`src/rtl/present_serial_enc.sv`:
```
// Serialised PRESENT-80 encryption engine built around one shared S-box.
// Ports: clk, rst (async high), req/ptext/key in; ack in; busy, done, ctext out.
module present_serial_enc #(
  parameter int ROUNDS = 31
) (
  input  logic        clk,
  input  logic        rst,
  input  logic        req,
  input  logic [63:0] ptext,
  input  logic [79:0] key,
  input  logic        ack,
  output logic        busy,
  output logic        done,
  output logic [63:0] ctext
);

  typedef enum logic [2:0] {
    IDLE,
    ADD,
    SUB,
    PERM,
    DONE
  } state_t;

  state_t      state;
  state_t      nxt;
  logic [63:0] s;
  logic [79:0] k;
  logic [5:0]  round;
  logic [3:0]  idx;
  logic [3:0]  sbox_in;
  logic [3:0]  sbox_out;
  logic [79:0] krot;
  logic [79:0] knew;
  logic [63:0] s_add;
  logic [63:0] s_perm;
  logic        last;

  assign krot  = {k[18:0], k[79:19]};
  assign s_add = s ^ k[79:16];
  assign last  = (round == 6'(ROUNDS + 1));

  // One S-box shared between the state nibble walk and the key update
  always_comb begin
    sbox_in = 4'h0;
    unique case (state)
      SUB:     sbox_in = s[{idx, 2'b00} +: 4];
      PERM:    sbox_in = krot[79:76];
      default: sbox_in = 4'h0;
    endcase
  end

  always_comb begin
    sbox_out = 4'h0;
    unique case (sbox_in)
      4'h0: sbox_out = 4'hC;
      4'h1: sbox_out = 4'h5;
      4'h2: sbox_out = 4'h6;
      4'h3: sbox_out = 4'hB;
      4'h4: sbox_out = 4'h9;
      4'h5: sbox_out = 4'h0;
      4'h6: sbox_out = 4'hA;
      4'h7: sbox_out = 4'hD;
      4'h8: sbox_out = 4'h3;
      4'h9: sbox_out = 4'hE;
      4'hA: sbox_out = 4'hF;
      4'hB: sbox_out = 4'h8;
      4'hC: sbox_out = 4'h4;
      4'hD: sbox_out = 4'h7;
      4'hE: sbox_out = 4'h1;
      4'hF: sbox_out = 4'h2;
    endcase
  end

  for (genvar j = 0; j < 63; j++) begin : g_perm
    assign s_perm[(16 * j) % 63] = s[j];
  end
  assign s_perm[63] = s[63];

  assign knew = {sbox_out, krot[75:20],
                 krot[19:15] ^ round[4:0],
                 krot[14:0]};

  always_ff @(posedge clk or posedge rst) begin
    if (rst) state <= IDLE;
    else     state <= nxt;
  end

  always_comb begin
    nxt = state;
    unique case (state)
      IDLE:    if (req) nxt = ADD;
      ADD:     nxt = last ? DONE : SUB;
      SUB:     if (idx == 4'd15) nxt = PERM;
      PERM:    nxt = ADD;
      DONE:    if (ack) nxt = IDLE;
      default: nxt = IDLE;
    endcase
  end

  always_ff @(posedge clk or posedge rst) begin
    if (rst) begin
      s     <= '0;
      k     <= '0;
      ctext <= '0;
      round <= 6'd1;
      idx   <= 4'd0;
    end else begin
      unique case (state)
        IDLE: begin
          if (req) begin
            s     <= ptext;
            k     <= key;
            round <= 6'd1;
          end
        end
        ADD: begin
          s <= s_add;
          if (last) ctext <= s_add;
          else      idx   <= 4'd0;
        end
        SUB: begin
          s[{idx, 2'b00} +: 4] <= sbox_out;
          idx <= idx + 4'd1;
        end
        PERM: begin
          s     <= s_perm;
          k     <= knew;
          round <= round + 6'd1;
        end
        default: ;
      endcase
    end
  end

  assign busy = (state == ADD) || (state == SUB) || (state == PERM);
  assign done = (state == DONE);

endmodule

```
`config.mk`:
```
export PLATFORM = sky130hd
export DESIGN_NAME = present_serial_enc
export DESIGN_NICKNAME = d
export VERILOG_FILES = /design/src/rtl/present_serial_enc.sv
export SDC_FILE = /design/constraint.sdc
export NUM_CORES = 1
export LEC_CHECK = 0
export ABC_AREA = 0
export CORE_ASPECT_RATIO = 1.4
export CORE_MARGIN = 2
export CORE_UTILIZATION = 50
export DETAILED_ROUTE_END_ITERATION = 16
export GPL_ROUTABILITY_DRIVEN = 0
export PLACE_DENSITY = 0.77
export SLEW_MARGIN = 20
export SYNTH_ARGS = -nofsm -noshare
export SYNTH_HDL_FRONTEND = slang
export SYNTH_SLANG_ARGS = --single-unit
```
`constraint.sdc`:
```
create_clock -name clk -period 17.2 [get_ports clk]
set_input_delay 3.44 -clock clk [delete_from_list [all_inputs] [get_ports clk]]
set_output_delay 3.44 -clock clk [all_outputs]
set_load 0.05 [all_outputs]
```
==> key figures <==
Worst setup path
  – Crit path kind: reg2out
  – Arrival time worst endpoint: 2.77 ns
  – Required time reported for the critical path endpoint: 13.76 ns
  – Kind of end point of the critical path: output port
  – Category of the worst setup path launch point: register
  – Worst Path Max Fanout: 33
  – Setup slack of the worst register-to-register path: 12.44 ns

Global routing
  – Number of antenna violations at the first check in global routing: 0
  – Grt met3 use: 0.05716
  – GRT met1 Usage: 0.4421
  – Global-route wire length before repair: 71050 um
  – Global router's overall resource usage: 0.3364
  – GR met2 Demand/Resource: 0.5288
  – GRT Residual Overflow: 0
  – Via count of the first global-routing pass: 12320
  – Most utilized layer in the global route result: met2
  – Largest net degree at the start of global routing: 150

Clock network
  – TritonCTS Buffers: 23
  – H-tree depth reported by CTS: 1
  – Sinks on the clock net: 221
  – Clock tree from TritonCTS: done
  – Clock-pin transition on the worst setup and hold timing paths: 0.07 ns
  – Post-CTS Repair Setup Buffers: 0
  – CTS root buf: clkbuf_16
  – Max Root-Sink Buffers: 3
  – CTS resizes: 0
  – Clock insertion delay at the later pin of the skew report: 0.54 ns
  – CTS Hold Buffers Added: 0

Power and ir drop
  – Fraction of power consumed by sequential logic: 0.328
  – Combinational Power Share: 0.527
  – VDD IR-drop max: 160.8 uV
  – Sw Pwr: 0.001707 W
  – Power share of the clock group: 0.145
  – Power Dens Cells: 212.1 nW/um2
  – Leakage Power: 6.443 nW
  – Total chip power: 0.003369 W
  – Fraction of power spent switching nets: 0.5066
  – Int Pwr: 0.001662 W

Synth
  – Number of synthesized flops with an enable pin: 0
  – Most instantiated flip-flop cell in the synthesis netlist: dfrtp_1
  – Share of flip-flops with an asynchronous set or reset after synthesis: 1.000
  – Yosys top cell by area: dfrtp_1
  – Number of warning messages in the yosys log: 0
  – Flops & latches, synth: 221
  – Synth Net Count: 1726
  – Area contributors post-synth: dfrtp_1, nand2_1, o21ai_0, a31oi_1, xnor2_1
  – Area fraction of the dominant cell type after synthesis: 0.4254
  – Synth top cells by count: nand2_1, dfrtp_1, o21ai_0
  – Number of unique standard cell types used by synthesis: 66
  – Post-Synthesis Cell Area: 12940 um2
  – Per-instance average area after synthesis: 8.248 um2
  – Register area share after synthesis: 0.4274
  – Leading cell type by number of instances after synthesis: nand2_1
  – Gate Count Post-Synth: 1569

Layout
  – Sequential cell area: 5534 um2
  – Multi-input logic area: 6920 um2
  – Diodes inserted: 0
  – Syn-to-layout area delta: 22.73%
  – Number of nets at the end of the flow: 1858
  – Layout cells sized above 1: 0.05708
  – Fillcell total: 2164

Run
  – Max-cap check violation count: 0

Die
  – Y dimension of the die: 194.4 um
  – Floorplan die area: 27200 um2
  – Core area: 25380 um2
  – Starting utilization of the core area: 0.5099
  – Die W: 140.0 um
  – Placement row count: 69
  – Number of placed I/O pins: 214

Timing
  – Fmax: 161.1 MHz
  – Setup repair after global routing missed its margin: false
  – Final sum of negative setup slack: 0 ns
  – Slew at the pin with the worst max-slew slack: 1.172 ns
  – Slew Limit Headroom: 0.2185
  – Crit share post-route: 0.3609
  – Clock skew: 0.03320 ns
  – Final number of max-transition violations: 0
  – Setup violation total in the final timing report: 0
  – Min cycle time layout: 6.208 ns
  – Count of endpoints failing hold in the final timing report: 0

Detailed routing
  – TritonRoute pass-1 iters: 9
  – DRC violation count after routing: 0
  – Via Count: 13070
  – Count of routing violations after the opening detailed-route iteration: 1751
  – Total detailed-routing wirelength: 47150 um
  – WL/cell: 23.16 um
  – DR vias/cell: 6.420
  – Antenna viol nets, final: 0

Worst hold path
  – Path type of the worst min-delay path: reg2reg

Run status
  – Status: finished clean

Placement
  – Placed wire-length estimate: 32700 um
  – Count of port buffers added during placement: 213
-- through the flow --
stage | utilization | setup WS (ns) | instance area, um2 | hold slack (ns) | cells
floorplan | - | 7.712 | 12940 | 0.5005 | 1569
global placement | 0.5966 | 11.14 | 15140 | 0.4640 | 1995
detailed placement | 0.5966 | 11.13 | 15140 | 0.4721 | 1995
CTS | 0.6250 | 11.02 | 15860 | 0.4866 | 2036
global route | 0.6258 | 10.91 | 15880 | 0.5129 | 2036
finish | 0.6258 | 10.99 | 15880 | 0.4806 | 2036
-- sequential cells by signal (all words and copies together) (netlist names) --
signal  cells
round       6
state       3
s          64
k          80
idx         4
ctext      64
-- routing by layer --
metal  up-vias  share of wire  wire (um)
met1      6156           0.36      17030
li1       5757              -          -
met2       948           0.46      21560
met4         0          0.072       3413
met5         -              0          0
met3       211           0.11       5151
-- cells by family (layout without fill, tap and decap cells) --
group,after synthesis,count (layout),synth area share
xor gates and xnor gates,77,77,0.05211
DFF,221,221,0.4274
and+or+nand+nor,606,606,0.1991
buffers and inverters,134,282,0.04215
AOI/OAI and AO/OA,490,490,0.2286
adders and majority gates,9,9,0.008702
muxes,32,32,0.04196
-- final cells by class --
type                       instances  share of cell area
multi-input combinational       1214              0.4357
clock inverter                    10            0.004648
timing repair buffer             229              0.1418
sequential                       221              0.3484
tap                              319             0.02513
clock buffer                      31             0.04065
inverter                          12            0.003624
-- power groups by stage --
stage / registers, W / clock network, W / logic (W)
2_1_floorplan: 0.000919 / 0 / 0.00129
3_3_place_gp: 0.00107 / 0 / 0.00165
3_5_place_dp: 0.00108 / 0 / 0.00171
4_1_cts: 0.00107 / 0.000490 / 0.00171
5_1_grt: 0.00111 / 0.000508 / 0.00190
6_report: 0.00111 / 0.000489 / 0.00177
-- final timing paths --
| path | start | to | cells after the start |
|---|---|---|---|
| max reg2reg | state[0] | s[63] | 10 |
| min reg2reg | ctext[48] | ctext[48] | 2 |
| max | state[0] | busy | 3 |
| min in group asynchronous | rst | s[51] | 2 |
| min | ctext[48] | ctext[48] | 2 |
| max in group asynchronous | rst | s[36] | 3 |
-- cells in the final DEF (no fill, tap or decap), drive strengths merged, types with 6 or more instances in the layout --
master	Yosys	final
a21o	8	8
clkinv	0	6
nand3	9	9
inv	12	14
clkbuf	98	31
clkdlybuf4s50	0	213
xnor2	64	64
nand2b	53	53
a22o	8	8
a211o	10	10
a221o	12	12
a21oi	102	102
mux4	16	16
xor2	13	13
or3	19	19
a31oi	95	95
nor3	13	13
dfrtp	220	220
ha	9	9
o31ai	9	9
buf	24	16
o22ai	15	15
nand2	337	337
o21ai	183	183
a22oi	20	20
mux2i	13	13
nor2	149	149
-- worst max-delay path: stages (launching register included) --
cell             delay (ns)
dfrtp_2                0.75
nor2_1                 0.24
nor2_1                 0.37
clkdlybuf4s50_1        0.88
(Power assumes the default switching activity.)
